`config.mk`:
```
export PLATFORM = sky130hd
export DESIGN_NAME = tx_credit_sched
export DESIGN_NICKNAME = d
export VERILOG_FILES = /design/src/rtl/tx_credit_sched_pkg.sv /design/src/rtl/tx_credit_sched_rr_pick.sv /design/src/rtl/tx_credit_sched.sv
export SDC_FILE = /design/constraint.sdc
export NUM_CORES = 1
export LEC_CHECK = 0
export ABC_AREA = 1
export CAP_MARGIN = 20
export CORE_MARGIN = 4
export CORE_UTILIZATION = 30
export DETAILED_ROUTE_END_ITERATION = 10
export PLACE_DENSITY_LB_ADDON = 0.12
export SLEW_MARGIN = 15
export SYNTH_ARGS = -nofsm -noshare
export SYNTH_HDL_FRONTEND = slang
export SYNTH_HIERARCHICAL = 1
export SYNTH_SLANG_ARGS = --single-unit
```
`constraint.sdc`:
```
create_clock -name clk_125 -period 5.3 [get_ports clk_125]
set_clock_uncertainty 0.05 [all_clocks]
set_input_delay 1.59 -clock clk_125 [delete_from_list [all_inputs] [get_ports clk_125]]
set_output_delay 1.59 -clock clk_125 [all_outputs]
set_load 0.05 [all_outputs]
```
`src/rtl/tx_credit_sched_pkg.sv`:
```
// Shared types and credit arithmetic for the VC0 transmit scheduler.
// Latency: none (types and pure functions only).
// Backpressure: not applicable.
package pcie_tx_sched_pkg;

    localparam logic [1:0] TLP_P   = 2'b00;
    localparam logic [1:0] TLP_NP  = 2'b01;
    localparam logic [1:0] TLP_CPL = 2'b10;

    typedef enum logic [1:0] {
        IDLE = 2'd0,
        REQ  = 2'd1,
        XFER = 2'd2,
        GAP  = 2'd3
    } sched_state_t;

    // Data credits are 4 DW each; round the payload up to whole credits.
    function automatic logic [10:0] data_credits(input logic [9:0] len);
        logic [10:0] sum;
        sum = {1'b0, len} + 11'd3;
        return sum >> 2;
    endfunction

    // Header need is always one credit; bit 8 advertises infinite credits.
    function automatic logic hdr_ok(input logic [8:0] ca);
        return ca[8] | (ca[7:0] != 8'd0);
    endfunction

    // Data need compared against the 12-bit count; bit 12 is infinite.
    function automatic logic dat_ok(input logic [12:0] ca, input logic [10:0] need);
        return ca[12] | (ca[11:0] >= {1'b0, need});
    endfunction

    // Reserved type 2'b11 never fits, so it is never granted.
    function automatic logic credit_ok(
        input logic [1:0]  typ,
        input logic [9:0]  len,
        input logic [8:0]  ph,
        input logic [12:0] pd,
        input logic [8:0]  nph,
        input logic [12:0] npd,
        input logic [8:0]  cplh,
        input logic [12:0] cpld
    );
        logic ok;
        case (typ)
            TLP_P:   ok = hdr_ok(ph) & dat_ok(pd, data_credits(len));
            TLP_NP:  ok = hdr_ok(nph) & dat_ok(npd, {10'd0, (len != 10'd0)});
            TLP_CPL: ok = hdr_ok(cplh) & dat_ok(cpld, data_credits(len));
            default: ok = 1'b0;
        endcase
        return ok;
    endfunction

endpackage

```
`src/rtl/tx_credit_sched_rr_pick.sv`:
```
// Round-robin picker: first set request after ptr, searching upward modulo 4.
// Latency: purely combinational.
// Backpressure: none; vld is low when no request is set.
module rr_pick (
    input  logic [3:0] req,
    input  logic [1:0] ptr,
    output logic [3:0] gnt,
    output logic       vld
);

    logic [1:0] idx;

    // Walk ptr+1, ptr+2, ... and latch the first hit.
    always_comb begin
        gnt = 4'd0;
        vld = 1'b0;
        idx = 2'd0;
        for (int k = 1; k <= 4; k++) begin
            idx = ptr + 2'(k);
            if (!vld && req[idx]) begin
                gnt[idx] = 1'b1;
                vld      = 1'b1;
            end
        end
    end

endmodule

```
`src/rtl/tx_credit_sched.sv`:
```
// Credit-aware round-robin scheduler sharing the core VC0 transmit port among 4 TLP sources.
// Latency: req_i high in cycle n gives tx_req in cycle n+1; data path is combinational once granted.
// Backpressure: tx_rdy is forwarded only to the granted source; sources lacking credits are skipped.
module tx_credit_sched
    import pcie_tx_sched_pkg::*;
#(
    parameter int c_DATA_WIDTH = 16,
    parameter int N_REQ        = 4,
    parameter int GAP_CYCLES   = 1
) (
    input  logic                          clk_125,
    input  logic                          rstn,
    input  logic [N_REQ-1:0]              req_i,
    input  logic [2*N_REQ-1:0]            req_type_i,
    input  logic [10*N_REQ-1:0]           req_len_i,
    input  logic [N_REQ*c_DATA_WIDTH-1:0] req_din_i,
    input  logic [N_REQ-1:0]              req_sop_i,
    input  logic [N_REQ-1:0]              req_eop_i,
    output logic [N_REQ-1:0]              rdy_o,
    output logic                          tx_req,
    output logic [c_DATA_WIDTH-1:0]       tx_data,
    output logic                          tx_st,
    output logic                          tx_end,
    input  logic                          tx_rdy,
    input  logic [8:0]                    tx_ca_ph,
    input  logic [12:0]                   tx_ca_pd,
    input  logic [8:0]                    tx_ca_nph,
    input  logic [12:0]                   tx_ca_npd,
    input  logic [8:0]                    tx_ca_cplh,
    input  logic [12:0]                   tx_ca_cpld,
    output logic [N_REQ-1:0]              grant_o,
    output logic                          proto_err_o
);

    sched_state_t state, state_nxt;
    logic [1:0]   rr_ptr;
    logic [1:0]   gidx;
    logic [3:0]   grant_r;
    logic [1:0]   gap_cnt;
    logic         req_lost;
    logic         err_nxt;
    logic [3:0]   eligible;
    logic [3:0]   pick_gnt;
    logic         pick_vld;
    logic [1:0]   pick_idx;
    logic         g_req, g_sop, g_eop;

    assign grant_o = grant_r;
    assign g_req   = req_i[gidx];
    assign g_sop   = req_sop_i[gidx];
    assign g_eop   = req_eop_i[gidx];

    // A source competes only if its pending TLP is covered by current credits.
    always_comb begin
        eligible = 4'd0;
        for (int i = 0; i < 4; i++) begin
            eligible[i] = req_i[i] & credit_ok(req_type_i[2*i +: 2], req_len_i[10*i +: 10],
                                               tx_ca_ph, tx_ca_pd, tx_ca_nph, tx_ca_npd,
                                               tx_ca_cplh, tx_ca_cpld);
        end
    end

    rr_pick u_rr_pick (
        .req (eligible),
        .ptr (rr_ptr),
        .gnt (pick_gnt),
        .vld (pick_vld)
    );

    // One-hot winner to index.
    always_comb begin
        pick_idx = 2'd0;
        for (int i = 0; i < 4; i++) begin
            if (pick_gnt[i]) pick_idx = 2'(i);
        end
    end

    // Next state plus the combinational forward path of the granted source.
    always_comb begin
        state_nxt = state;
        tx_req    = 1'b0;
        rdy_o     = '0;
        tx_data   = '0;
        tx_st     = 1'b0;
        tx_end    = 1'b0;
        err_nxt   = 1'b0;
        case (state)
            IDLE: begin
                if (pick_vld) state_nxt = REQ;
            end
            REQ: begin
                tx_req      = 1'b1;
                rdy_o[gidx] = tx_rdy;
                tx_data     = req_din_i[{gidx, 4'b0000} +: 16];
                tx_st       = g_sop & tx_rdy;
                tx_end      = g_eop & tx_rdy;
                // A single-beat TLP accepted on the first ready goes straight to GAP.
                if (tx_rdy)      state_nxt = g_eop ? GAP : XFER;
                else if (!g_req) state_nxt = IDLE;
            end
            XFER: begin
                rdy_o[gidx] = tx_rdy;
                tx_data     = req_din_i[{gidx, 4'b0000} +: 16];
                tx_st       = g_sop & tx_rdy;
                tx_end      = g_eop & tx_rdy;
                if (tx_rdy && g_eop) state_nxt = GAP;
                // The opening sop was taken in REQ, so any sop here is a second one.
                err_nxt = (g_sop & tx_rdy) | (~g_req & ~req_lost);
            end
            GAP: begin
                if (gap_cnt == 2'(GAP_CYCLES - 1)) state_nxt = IDLE;
            end
            default: state_nxt = IDLE;
        endcase
    end

    // State register.
    always_ff @(posedge clk_125 or negedge rstn) begin
        if (!rstn) state <= IDLE;
        else       state <= state_nxt;
    end

    // Grant, pointer, gap counter and error pulse registers.
    always_ff @(posedge clk_125 or negedge rstn) begin
        if (!rstn) begin
            rr_ptr      <= 2'd3;
            gidx        <= 2'd0;
            grant_r     <= 4'd0;
            gap_cnt     <= 2'd0;
            req_lost    <= 1'b0;
            proto_err_o <= 1'b0;
        end else begin
            proto_err_o <= err_nxt;
            if (state == IDLE && pick_vld) begin
                grant_r <= pick_gnt;
                gidx    <= pick_idx;
                rr_ptr  <= pick_idx;
            end else if (state_nxt == IDLE || state_nxt == GAP) begin
                grant_r <= 4'd0;
            end
            gap_cnt <= (state == GAP) ? gap_cnt + 2'd1 : 2'd0;
            // Report a dropped request once per TLP, not every cycle it stays low.
            if (state == XFER && !g_req) req_lost <= 1'b1;
            else if (state != XFER)      req_lost <= 1'b0;
        end
    end

endmodule

```
### Word-level counts from Yosys, hierarchy flattened

Cells that the tools add are included.

* register bits after elaboration: 14
* latch bits: 0
* memory bits (writable): 0
* memory bits (read-only): 0
* output and inout port bits: 28
* logic and storage cells: 182
* memories kept: 0

* add/subtract/negate cells: 8
* $mul: 0
* div/mod/pow operators: 0
* $lt $le $gt $ge: 22
* equal/unequal tests: 13
* shift operators: 1
* mux-type cells: 57
* bitwise gates (word level): 41
* reduce and logical (&&, ||, !) cells: 33

Operator list (count)
* $ge 12x9->1: 8
* $shiftx 64x7->16: 1
* $ge 12x1->1: 4
* $add 10x2->11 const B: 4
* $reduce_bool 10->1: 4
* $mux 4: 7
* $mux 1: 24
* $reduce_bool 8->1: 3
* $and 1x1->1: 19
* $mux 16: 1
* $mux 2: 8
* $or 1x1->1: 16
* $lt 2x3->1 const B: 5
* $bmux 1 s2: 7
* $eq 2x2->1 const B: 7
* $logic_not 2->1: 7
* $or 4x4->4: 3
* $pmux 1 s3: 4
* $logic_and 1x1->1: 11
* $demux 1 s2: 5
* $eq 2x1->1 const B: 5
* $ge 2x1->1 const B: 5
* $pmux 2 s4: 1
* $add 2x1->2 const B: 2
* 8 further kinds: 14

### Depth between registers and ports, before layout

Gate-level depths: netlist (run 1).

* depth after elaboration: 24
* depth in mapped cells: 35

### Hierarchy

The synthesis (run 1) kept the hierarchy.

By module, submodules not included
* tx_credit_sched: times used 1, cells an instance 668, area each 4003.8 µm²
* rr_pick: times used 1, cells an instance 80, area each 451.7 µm²

### Worst setup path before layout (run 1)

Ideal clock, no wire load.

* path type: input to output
* start point: in tx_rdy
* end point: out rdy_o[0]
* arrival time: 2718 ps
* setup slack: 942 ps
* stages: 2
* path through: nand2_1 -> nor3_1

* longest elaborated chain between the ends: 2

Ends and longest elaborated chain
* start: declaration: RTL line tx_credit_sched.sv:24 `input logic tx_rdy,`
* $and 4x4->4 (no source line)
* $mux 4
* end: declaration: RTL line tx_credit_sched.sv:19 `output logic [N_REQ-1:0] rdy_o,`

Every way passes these cells.

### Final worst setup path (run 1)

* start point: in req_len_i[1]
* end point: reg gidx[0]

* elaborated cells between the ends (all ways): 42
* classes of those cells: add/sub: 1; order compare: 3; mux: 20; bitwise: 10; reduce/logical: 8

RTL lines
* start: declaration: RTL line tx_credit_sched.sv:15 `input logic [10*N_REQ-1:0] req_len_i,`
* $add 10x2->11 / $reduce_bool 10->1 (equally long branches): RTL line tx_credit_sched_pkg.sv:20, tx_credit_sched_pkg.sv:48
* $ge 12x9->1 / $ge 12x1->1 (equally long branches): RTL line tx_credit_sched_pkg.sv:31 `return ca[12] | (ca[11:0] >= {1'b0, need});`
* $or 1x1->1: RTL line tx_credit_sched_pkg.sv:31
* $and 1x1->1 (on tied branches): RTL line tx_credit_sched_pkg.sv:49, tx_credit_sched_pkg.sv:47, tx_credit_sched_pkg.sv:48
* $pmux 1 s3 *: RTL line tx_credit_sched_pkg.sv:46 `case (typ)`
* $and 1x1->1 *: RTL line tx_credit_sched.sv:57 `eligible[i] = req_i[i] & credit_ok(req_type_i[2*i +: 2], req_len_i[10*i +: 10],`
* named net eligible[0]: RTL line tx_credit_sched.sv:42 `logic [3:0] eligible;`
* $bmux 1 s2: RTL line tx_credit_sched_rr_pick.sv:20 `if (!vld && req[idx]) begin`
* (+5 left out)
* $logic_not 1->1: RTL line tx_credit_sched_rr_pick.sv:20
* $logic_and 1x1->1: RTL line tx_credit_sched_rr_pick.sv:20
* $mux 1: RTL line tx_credit_sched_rr_pick.sv:20
* $logic_not 1->1: RTL line tx_credit_sched_rr_pick.sv:20
* $logic_and 1x1->1: RTL line tx_credit_sched_rr_pick.sv:20
* $mux 4 *: RTL line tx_credit_sched_rr_pick.sv:20
* named net pick_gnt[2]: RTL line tx_credit_sched.sv:43 `logic [3:0] pick_gnt;`
* $mux 2 * (2 in a row): RTL line tx_credit_sched.sv:74 `if (pick_gnt[i]) pick_idx = 2'(i);`
* end signal: assignment: RTL line tx_credit_sched.sv:136 `gidx <= pick_idx;`
* end: declaration: RTL line tx_credit_sched.sv:37 `logic [1:0] gidx;`

The timed path passes the listed nets; every way through them passes the cells marked *. The select of a mux whose other input is x is not followed.
A chain may end at the register's enable or synchronous reset.

==> impl_metrics.env, run 1 <==
export IMPL_tns_ns=0
export IMPL_yosysTopAreaCell="ha_1"
export IMPL_vdd_ir_drop_max_mv=0.215
export IMPL_die_y_um=130
export IMPL_worst_pin_slew_ns=0.682
export IMPL_drc=0
export IMPL_status="finished clean"
export IMPL_num_vias=5386
export IMPL_hold_path_end="gap_cnt[0]"
export IMPL_die_x_um=130
export IMPL_dp_hpwl_um=14600
export IMPL_slowest_stage="clkdlybuf4s50_1"
export IMPL_final_common_cell="clkdlybuf4s50_1"
export IMPL_yosysWarnings=6
export IMPL_drt_iter0_drc=263
export IMPL_grt_pass1_wl_um=25400
export IMPL_critPathMaxStageDelay_ns=0.50
export IMPL_slew_violations=0
export IMPL_fin_area_um2=7160
export IMPL_syn_to_final_growth_pct=60.7
export IMPL_critPathKind="in2reg"
export IMPL_syn_mean_instance_area_um2=5.96
export IMPL_hold_class="reg2reg"
export IMPL_powerDensity_nw_per_um2=295
export IMPL_core_um2=14500
export IMPL_cts_sinks=14
export IMPL_synth_area_leaders="ha_1 (21%), nand2_1 (18%), inv_1 (10%)"
export IMPL_synth_cell_type_count=32
export IMPL_mostFrequentLayoutCells="clkdlybuf4s50_1 (217), nand2_1 (213), inv_1 (123), nand3_1 (80), ha_1 (74)"
export IMPL_hold_slack_ns=0.365
export IMPL_reg2regPathDepth=13
export IMPL_startpoint_type="input port"
export IMPL_hold_viol=0
export IMPL_synth_main_ff_cell="dfrtp_1"
export IMPL_syn_nets=1015
export IMPL_wl_um=16900
export IMPL_r2r_start="rr_ptr[0]"
export IMPL_rsz0062_at_grt="true"
export IMPL_ant_nets=0
export IMPL_fin_cells=1169
export IMPL_gp_congestion=0.872
export IMPL_path_clk_slew_ns=0.05
export IMPL_drive_above_1_share_pct=9.75
export IMPL_h_tree_depth=1
export IMPL_io_pins=221
export IMPL_final_nets=1253
export IMPL_cp_startpoint="req_len_i[1]"
export IMPL_drt_first_pass_iters=5
export IMPL_critPathMaxFanout=5
export IMPL_num_antenna_cells=0
export IMPL_synth_edff_count=0
export IMPL_die_area_um2=16900
export IMPL_synth_top_area_share_pct=20.8
export IMPL_grt_pass1_vias=4928
export IMPL_root_buffer="clkbuf_16"
export IMPL_maxSlewHeadroom_pct=54.4
export IMPL_cp_arrival_ns=4.99
export IMPL_setup_viol=0
export IMPL_final_util_pct=49.3
export IMPL_worst_path_most_repeated_cell="nand2_1"
export IMPL_ff2ff_setup_slack_ns=2.71
export IMPL_finalPower_mw=2.11
export IMPL_placed_cell_area_um2=6970
export IMPL_cts_tree="yes"
export IMPL_antenna_found_initial=0
export IMPL_worstPathRequired_ns=5.37
export IMPL_initial_utilization_pct=30.7
export IMPL_hold_buffers=0
export IMPL_min_path_cells=1
export IMPL_postSynthCellCount=748
export IMPL_critPathCaptureType="flop"
export IMPL_period_minus_slack_ns=4.92
export IMPL_portBuffers=220
export IMPL_dp_slack_ns=-0.0630
export IMPL_worstHoldStart="gap_cnt[0]"
export IMPL_grtUsageTotal_pct=18.4
export IMPL_synth_seq_cells=14
export IMPL_grt_overflow_total=0
export IMPL_cap_violations=0
export IMPL_cts_buffers=3
export IMPL_multiInputGateArea_um2=3640
export IMPL_r2r_end="gidx[0]"
export IMPL_wl_per_cell_um=14.4
export IMPL_synthArstFlopShare_pct=100
export IMPL_rows=44
export IMPL_ys_seq_area_share_pct=7.92
export IMPL_syn_cell_area_um2=4460
export IMPL_period_share_pct=92.8
export IMPL_p_leak_nw=3.50
export IMPL_place_inst=1161
export IMPL_fmax_mhz=203
export IMPL_clock_latency_ns=0.25
export IMPL_clockBufferDepth=2
export IMPL_num_fill_cells=1495
export IMPL_setup_ws_ns=0.380
export IMPL_viasPerCell=4.61
export IMPL_register_area_um2=353
export IMPL_grt_max_degree=20
==> cell usage after synthesis (12+ instances only) <==
cell and n:
nor2_1 50, dfrtp_1 12, nand3_1 82, nor4_1 13, inv_1 124, ha_1 74
a22oi_1 32, nor3_1 16, a21oi_1 27, nand2_1 216, nand2_2 19
==> routing by layer <==
layer	track usage [%]	vias to the layer above	wire, um
met3	1.43	11	934
met4	2.26	0	155
met2	30.1	152	7630
met5	0	-	0
met1	27.0	2313	8140
li1	-	2910	-
==> area by class of cell <==
| class | instances | share of cell area [%] |
|---|---|---|
| inverter | 136 | 7.13 |
| tap | 184 | 3.22 |
| sequential | 14 | 4.93 |
| clock buffer | 4 | 1.10 |
| multi-input combinational | 592 | 50.9 |
| timing repair buffer | 239 | 32.7 |
==> repair_timing <==
item	4_1_cts	5_1_grt
buffers inserted	0	4
resized for setup	0	19
setup endpoints to repair	0	9
==> sequential cells by signal, summed over array words and instances (netlist names) <==
name,count
grant_o,4
gidx,2
rr_ptr,2
proto_err_o,1
state,2
req_lost,1
gap_cnt,2
==> critical path: cells and delay by family <==
family                   cells  cell delay (ns)
AND/OR/NAND/NOR             19             1.61
buffers and inverters        7             1.06
adder cells (fa/ha/maj)      1             0.27
AO/OA/AOI/OAI                2             0.26
XOR/XNOR                     1             0.16
==> kinds of logic after synthesis <==
group           count (synthesis)  share of synthesized area (%)
simple gates                  431                           45.5
buf+inv                       142                           12.0
fa+ha+maj                      74                           20.8
compound gates                 70                           10.4
xor+xnor                       17                           3.34
flops                          14                           7.92
==> how the worst max path moves through the flow <==
| stage | endpoint | slack [ns] |
|---|---|---|
| finish | gidx[0] | 0.38 |
| global route | grant_o[2] | -0.02 |
| CTS | grant_o[2] | 0.16 |
| detailed placement | grant_o[0] | -0.06 |
| global placement | grant_o[1] | -0.03 |
| floorplan | rdy_o[0] | 0.94 |
==> power by group <==
part	switching (mW)	total, mW	leakage [nW]	internal (mW)
Clock	0.0448	0.147	0.0382	0.102
Combinational	1.12	1.77	3.28	0.651
Sequential	0.0501	0.197	0.181	0.147
Power figures use the tool's default switching activity.
==> inputs of run 2 (changes only) <==
--- a/config.mk
+++ b/config.mk
@@ -11,6 +11,7 @@
 export CORE_UTILIZATION = 30
 export DETAILED_ROUTE_END_ITERATION = 10
 export PLACE_DENSITY_LB_ADDON = 0.12
+export RECOVER_POWER = 50
 export SLEW_MARGIN = 15
 export SYNTH_ARGS = -nofsm -noshare
 export SYNTH_HDL_FRONTEND = slang
==> constraint.sdc (replaced) <==
create_clock -name clk_125 -period 6.4 [get_ports clk_125]
set_clock_uncertainty 0.05 [all_clocks]
set_input_delay 1.92 -clock clk_125 [delete_from_list [all_inputs] [get_ports clk_125]]
set_output_delay 1.92 -clock clk_125 [all_outputs]
set_load 0.05 [all_outputs]
==> impl_metrics.env, run 2 (synthesized netlist as in run 1, its figures left out) <==
export IMPL_grt_pass1_vias=4703
export IMPL_initial_utilization_pct=30.7
export IMPL_worstPathRequired_ns=4.43
export IMPL_cp_startpoint="tx_rdy"
export IMPL_ff2ff_setup_slack_ns=3.68
export IMPL_cts_sinks=14
export IMPL_num_vias=5223
export IMPL_powerDensity_nw_per_um2=242
export IMPL_final_common_cell="nand2_1"
export IMPL_rsz0062_at_grt="false"
export IMPL_worst_pin_slew_ns=0.664
export IMPL_fmax_mhz=177
export IMPL_cap_violations=0
export IMPL_die_area_um2=16900
export IMPL_grt_overflow_total=0
export IMPL_grt_max_degree=20
export IMPL_critPathKind="in2out"
export IMPL_fin_cells=1151
export IMPL_ctsResizeCount=0
export IMPL_portBuffers=220
export IMPL_drive_above_1_share_pct=6.21
export IMPL_worstSetupEndpoint="rdy_o[0]"
export IMPL_hold_viol=0
export IMPL_setup_viol=0
export IMPL_cp_arrival_ns=3.68
export IMPL_clockBufferDepth=2
export IMPL_io_pins=221
export IMPL_period_minus_slack_ns=5.65
export IMPL_gp_congestion=0.847
export IMPL_grt_pass1_wl_um=24600
export IMPL_drt_iter0_drc=266
export IMPL_ant_nets=0
export IMPL_slew_violations=0
export IMPL_tns_ns=0
export IMPL_path_clk_slew_ns=0.05
export IMPL_cts_buffers=3
export IMPL_clock_latency_ns=0.25
export IMPL_cts_setup_buffers=0
export IMPL_period_share_pct=88.2
export IMPL_h_tree_depth=1
export IMPL_die_x_um=130
export IMPL_root_buffer="clkbuf_16"
export IMPL_rows=44
export IMPL_die_y_um=130
export IMPL_cts_tree="yes"
export IMPL_startpoint_type="input port"
export IMPL_largest_reg_flops=4
export IMPL_drc=0
export IMPL_final_nets=1234
export IMPL_wl_um=16500
export IMPL_grtUsageTotal_pct=17.9
export IMPL_hold_buffers=0
export IMPL_reg2regPathDepth=13
export IMPL_r2r_start="rr_ptr[0]"
export IMPL_r2r_end="gidx[0]"
export IMPL_core_um2=14500
export IMPL_critPathMaxFanout=4
export IMPL_wl_per_cell_um=14.3
export IMPL_dp_hpwl_um=14400
export IMPL_status="finished clean"
export IMPL_drt_first_pass_iters=4
export IMPL_place_inst=1146
export IMPL_hold_class="reg2reg"
export IMPL_maxSlewHeadroom_pct=55.6
export IMPL_p_leak_nw=3.40
export IMPL_antenna_found_initial=0
export IMPL_syn_to_final_growth_pct=56.0
export IMPL_viasPerCell=4.54
export IMPL_vdd_ir_drop_max_mv=0.197
export IMPL_mostFrequentLayoutCells="nand2_1 (216), clkdlybuf4s50_1 (208), inv_1 (124), nand3_1 (82), ha_1 (74)"
export IMPL_critPathCaptureType="primary output"
## run 2: cell count changes in the layout (fill, tap and decap cells not counted), sizes merged
cell,delta
buf,-21
dlygate4sd3,+12
diode,+1
clkdlybuf4s50,-9
dlymetal6s2s,-1
## run 2: how the worst min path moves through the flow
| stage | from | to | slack, ns | cells past startpoint |
|---|---|---|---|---|
| 4_1_cts | gap_cnt[0] | gap_cnt[0] | 0.37 | 1 |
| 3_5_place_dp | gap_cnt[0] | gap_cnt[0] | 0.37 | 1 |
| 3_3_place_gp | gap_cnt[0] | gap_cnt[0] | 0.36 | 1 |
| 6_report | gap_cnt[0] | gap_cnt[0] | 0.37 | 1 |
| 2_1_floorplan | gap_cnt[0] | gap_cnt[0] | 0.35 | 1 |
| 5_1_grt | gap_cnt[0] | gap_cnt[0] | 0.40 | 1 |
## run 2: layout make-up
cell class                      instances  area, um^2
Clock buffer                            4        88.8
Multi-Input combinational cell        592        3560
Inverter                              136         510
Sequential cell                        14         353
Tap cell                              184         230
Antenna cell                            1        2.50
Timing Repair Buffer                  220        2200
Fill cell                            1538        7580
## run 2: metal layers
layer  vias up  part of all wire (%)  routed length (um)  GRT usage [%]
met3        11                   4.8                 791           1.68
met1      2219                    49                8010           26.2
met4         0                  0.86                 142           2.38
met2       122                    46                7550           29.4
li1       2871                     -                   -              -
met5         -                     0                   0              0
## run 2: stage by stage
step / utilization (%) / area, um^2 / setup WS (ns) / hold slack (ns) / power, mW
final: 47.8 / 6950 / 0.754 / 0.367 / 1.68
after global routing: 47.8 / 6950 / 0.351 / 0.396 / 1.82
after CTS: 47.8 / 6950 / 0.756 / 0.372 / 1.70
after detailed placement: 47.2 / 6860 / 0.630 / 0.366 / 1.56
after global placement: 47.2 / 6860 / 0.696 / 0.365 / 1.57
after floorplan: - / 4460 / 1.38 / 0.351 / 1.09
## run 2: power breakdown
group / total [mW] / switching (mW) / internal, mW
logic: 1.38 / 0.893 / 0.488
clock network: 0.133 / 0.0378 / 0.0948
registers: 0.166 / 0.0439 / 0.122
total: 1.68 / 0.974 / 0.704
## run 2: critical path, stage by stage
cell	delay (ns)
clkdlybuf4s50_1	0.53
nand2_1	0.12
nor3_1	0.24
clkdlybuf4s50_1	0.87
==> inputs of run 3 (changes only) <==
--- a/config.mk
+++ b/config.mk
@@ -8,7 +8,7 @@
 export ABC_AREA = 1
 export CAP_MARGIN = 20
 export CORE_MARGIN = 4
-export CORE_UTILIZATION = 30
+export CORE_UTILIZATION = 29
 export DETAILED_ROUTE_END_ITERATION = 10
 export PLACE_DENSITY_LB_ADDON = 0.12
 export RECOVER_POWER = 50
==> impl_metrics.env, run 3 (synthesized netlist as in run 1, its figures left out) <==
export IMPL_status="finished clean"
export IMPL_maxSlewHeadroom_pct=58.0
export IMPL_p_clk_share_pct=7.8
export IMPL_ff2ff_setup_slack_ns=3.70
export IMPL_pwr_share_comb_pct=82.5
export IMPL_grt_overflow_total=0
export IMPL_tns_ns=0
export IMPL_internal_power_mw=0.704
export IMPL_core_um2=15100
export IMPL_period_share_pct=87.4
export IMPL_hold_path_end="gap_cnt[0]"
export IMPL_num_antenna_cells=0
export IMPL_grt_pass1_vias=5133
export IMPL_worst_pin_slew_ns=0.628
export IMPL_worstHoldStart="gap_cnt[0]"
export IMPL_fmax_mhz=179
export IMPL_worstPathRequired_ns=4.43
export IMPL_die_area_um2=17400
export IMPL_clock_latency_ns=0.24
export IMPL_critPathCaptureType="primary output"
export IMPL_ctsResizeCount=0
export IMPL_reg2regPathDepth=13
export IMPL_multiInputGateArea_um2=3560
export IMPL_mostFrequentLayoutCells="nand2_1 (216), clkdlybuf4s50_1 (208), inv_1 (124), nand3_1 (82), ha_1 (74)"
export IMPL_wl_per_cell_um=14.9
export IMPL_switching_share_pct=58.1
export IMPL_die_y_um=132
export IMPL_switchingPower_mw=0.975
export IMPL_final_common_cell="nand2_1"
export IMPL_hold_buffers=0
export IMPL_p_seq_share_pct=9.7
export IMPL_grtUsageTotal_pct=19.0
export IMPL_drc=0
export IMPL_path_clk_slew_ns=0.04
export IMPL_syn_to_final_growth_pct=56.1
export IMPL_startpoint_type="input port"
export IMPL_min_path_cells=1
export IMPL_period_minus_slack_ns=5.59
export IMPL_num_fill_cells=1594
export IMPL_critPathKind="in2out"
export IMPL_cts_tree="yes"
export IMPL_gp_congestion=0.816
export IMPL_r2r_start="rr_ptr[0]"
export IMPL_largest_reg_flops=4
export IMPL_placed_cell_area_um2=6870
export IMPL_num_vias=5309
export IMPL_ant_nets=0
export IMPL_drive_above_1_share_pct=6.21
export IMPL_cts_setup_buffers=0
export IMPL_slew_violations=0
export IMPL_cts_buffers=3
export IMPL_fin_area_um2=6950
export IMPL_rows=45
export IMPL_viasPerCell=4.60
export IMPL_drt_first_pass_iters=4
export IMPL_powerDensity_nw_per_um2=242
export IMPL_cts_sinks=14
export IMPL_wl_um=17300
export IMPL_cap_violations=0
export IMPL_io_pins=221
export IMPL_rsz0062_at_grt="false"
export IMPL_final_util_pct=45.9
export IMPL_die_x_um=132
export IMPL_critPathMaxFanout=1
export IMPL_initial_utilization_pct=29.4
export IMPL_portBuffers=220
export IMPL_drt_iter0_drc=234
export IMPL_grt_pass1_wl_um=27500
export IMPL_hold_slack_ns=0.371
export IMPL_setup_viol=0
export IMPL_hold_viol=0
export IMPL_p_leak_nw=3.40
export IMPL_h_tree_depth=1
export IMPL_final_nets=1234
export IMPL_grt_max_degree=20
export IMPL_register_area_um2=353
export IMPL_root_buffer="clkbuf_16"
export IMPL_dp_hpwl_um=15100
export IMPL_clockBufferDepth=2
export IMPL_hold_class="reg2reg"
export IMPL_vdd_ir_drop_max_mv=0.272
export IMPL_cp_arrival_ns=3.62
export IMPL_antenna_found_initial=0
export IMPL_r2r_end="gidx[0]"
run 3: routing by layer:
layer / up-vias / track usage [%] / part of all wire [%]
met4: 0 / 2.39 / 1.0
met5: - / 0 / 0
met3: 12 / 2.02 / 3.5
li1: 2881 / - / -
met1: 2294 / 26.6 / 49
met2: 122 / 32.4 / 47
run 3: power by group through the flow:
stage	registers, mW	logic, mW	clock network, mW
floorplan	0.168	0.920	0
global placement	0.165	1.41	0
detailed placement	0.165	1.40	0
CTS	0.163	1.41	0.135
global route	0.169	1.52	0.139
finish	0.163	1.39	0.131
run 3: stage by stage:
step | power (mW) | setup slack (ns) | cells
finish | 1.68 | 0.809 | 1154
global route | 1.83 | 0.375 | 1154
CTS | 1.71 | 0.795 | 1154
detailed placement | 1.57 | 0.663 | 1150
global placement | 1.57 | 0.709 | 1150
floorplan | 1.09 | 1.38 | 748
run 3: area by class of cell:
class | count | share of cell area (%)
Clock buffer | 4 | 1.28
Timing Repair Buffer | 220 | 31.7
Sequential cell | 14 | 5.07
Tap cell | 188 | 3.38
Inverter | 136 | 7.34
Multi-Input combinational cell | 592 | 51.3
run 3: how the worst max path moves through the flow:
stage,depth (start not counted),startpoint,end
finish,4,req_din_i[10],tx_data[10]
global route,29,req_len_i[23],gidx[0]
CTS,4,req_din_i[10],tx_data[10]
detailed placement,29,req_len_i[23],gidx[0]
global placement,29,req_len_i[23],gidx[0]
floorplan,2,tx_rdy,rdy_o[0]
run 3: critical path: stages:
cell and delay, ns:
clkdlybuf4s50_1 0.45, a22oi_1 0.08, a21oi_1 0.29, clkdlybuf4s50_1 0.88
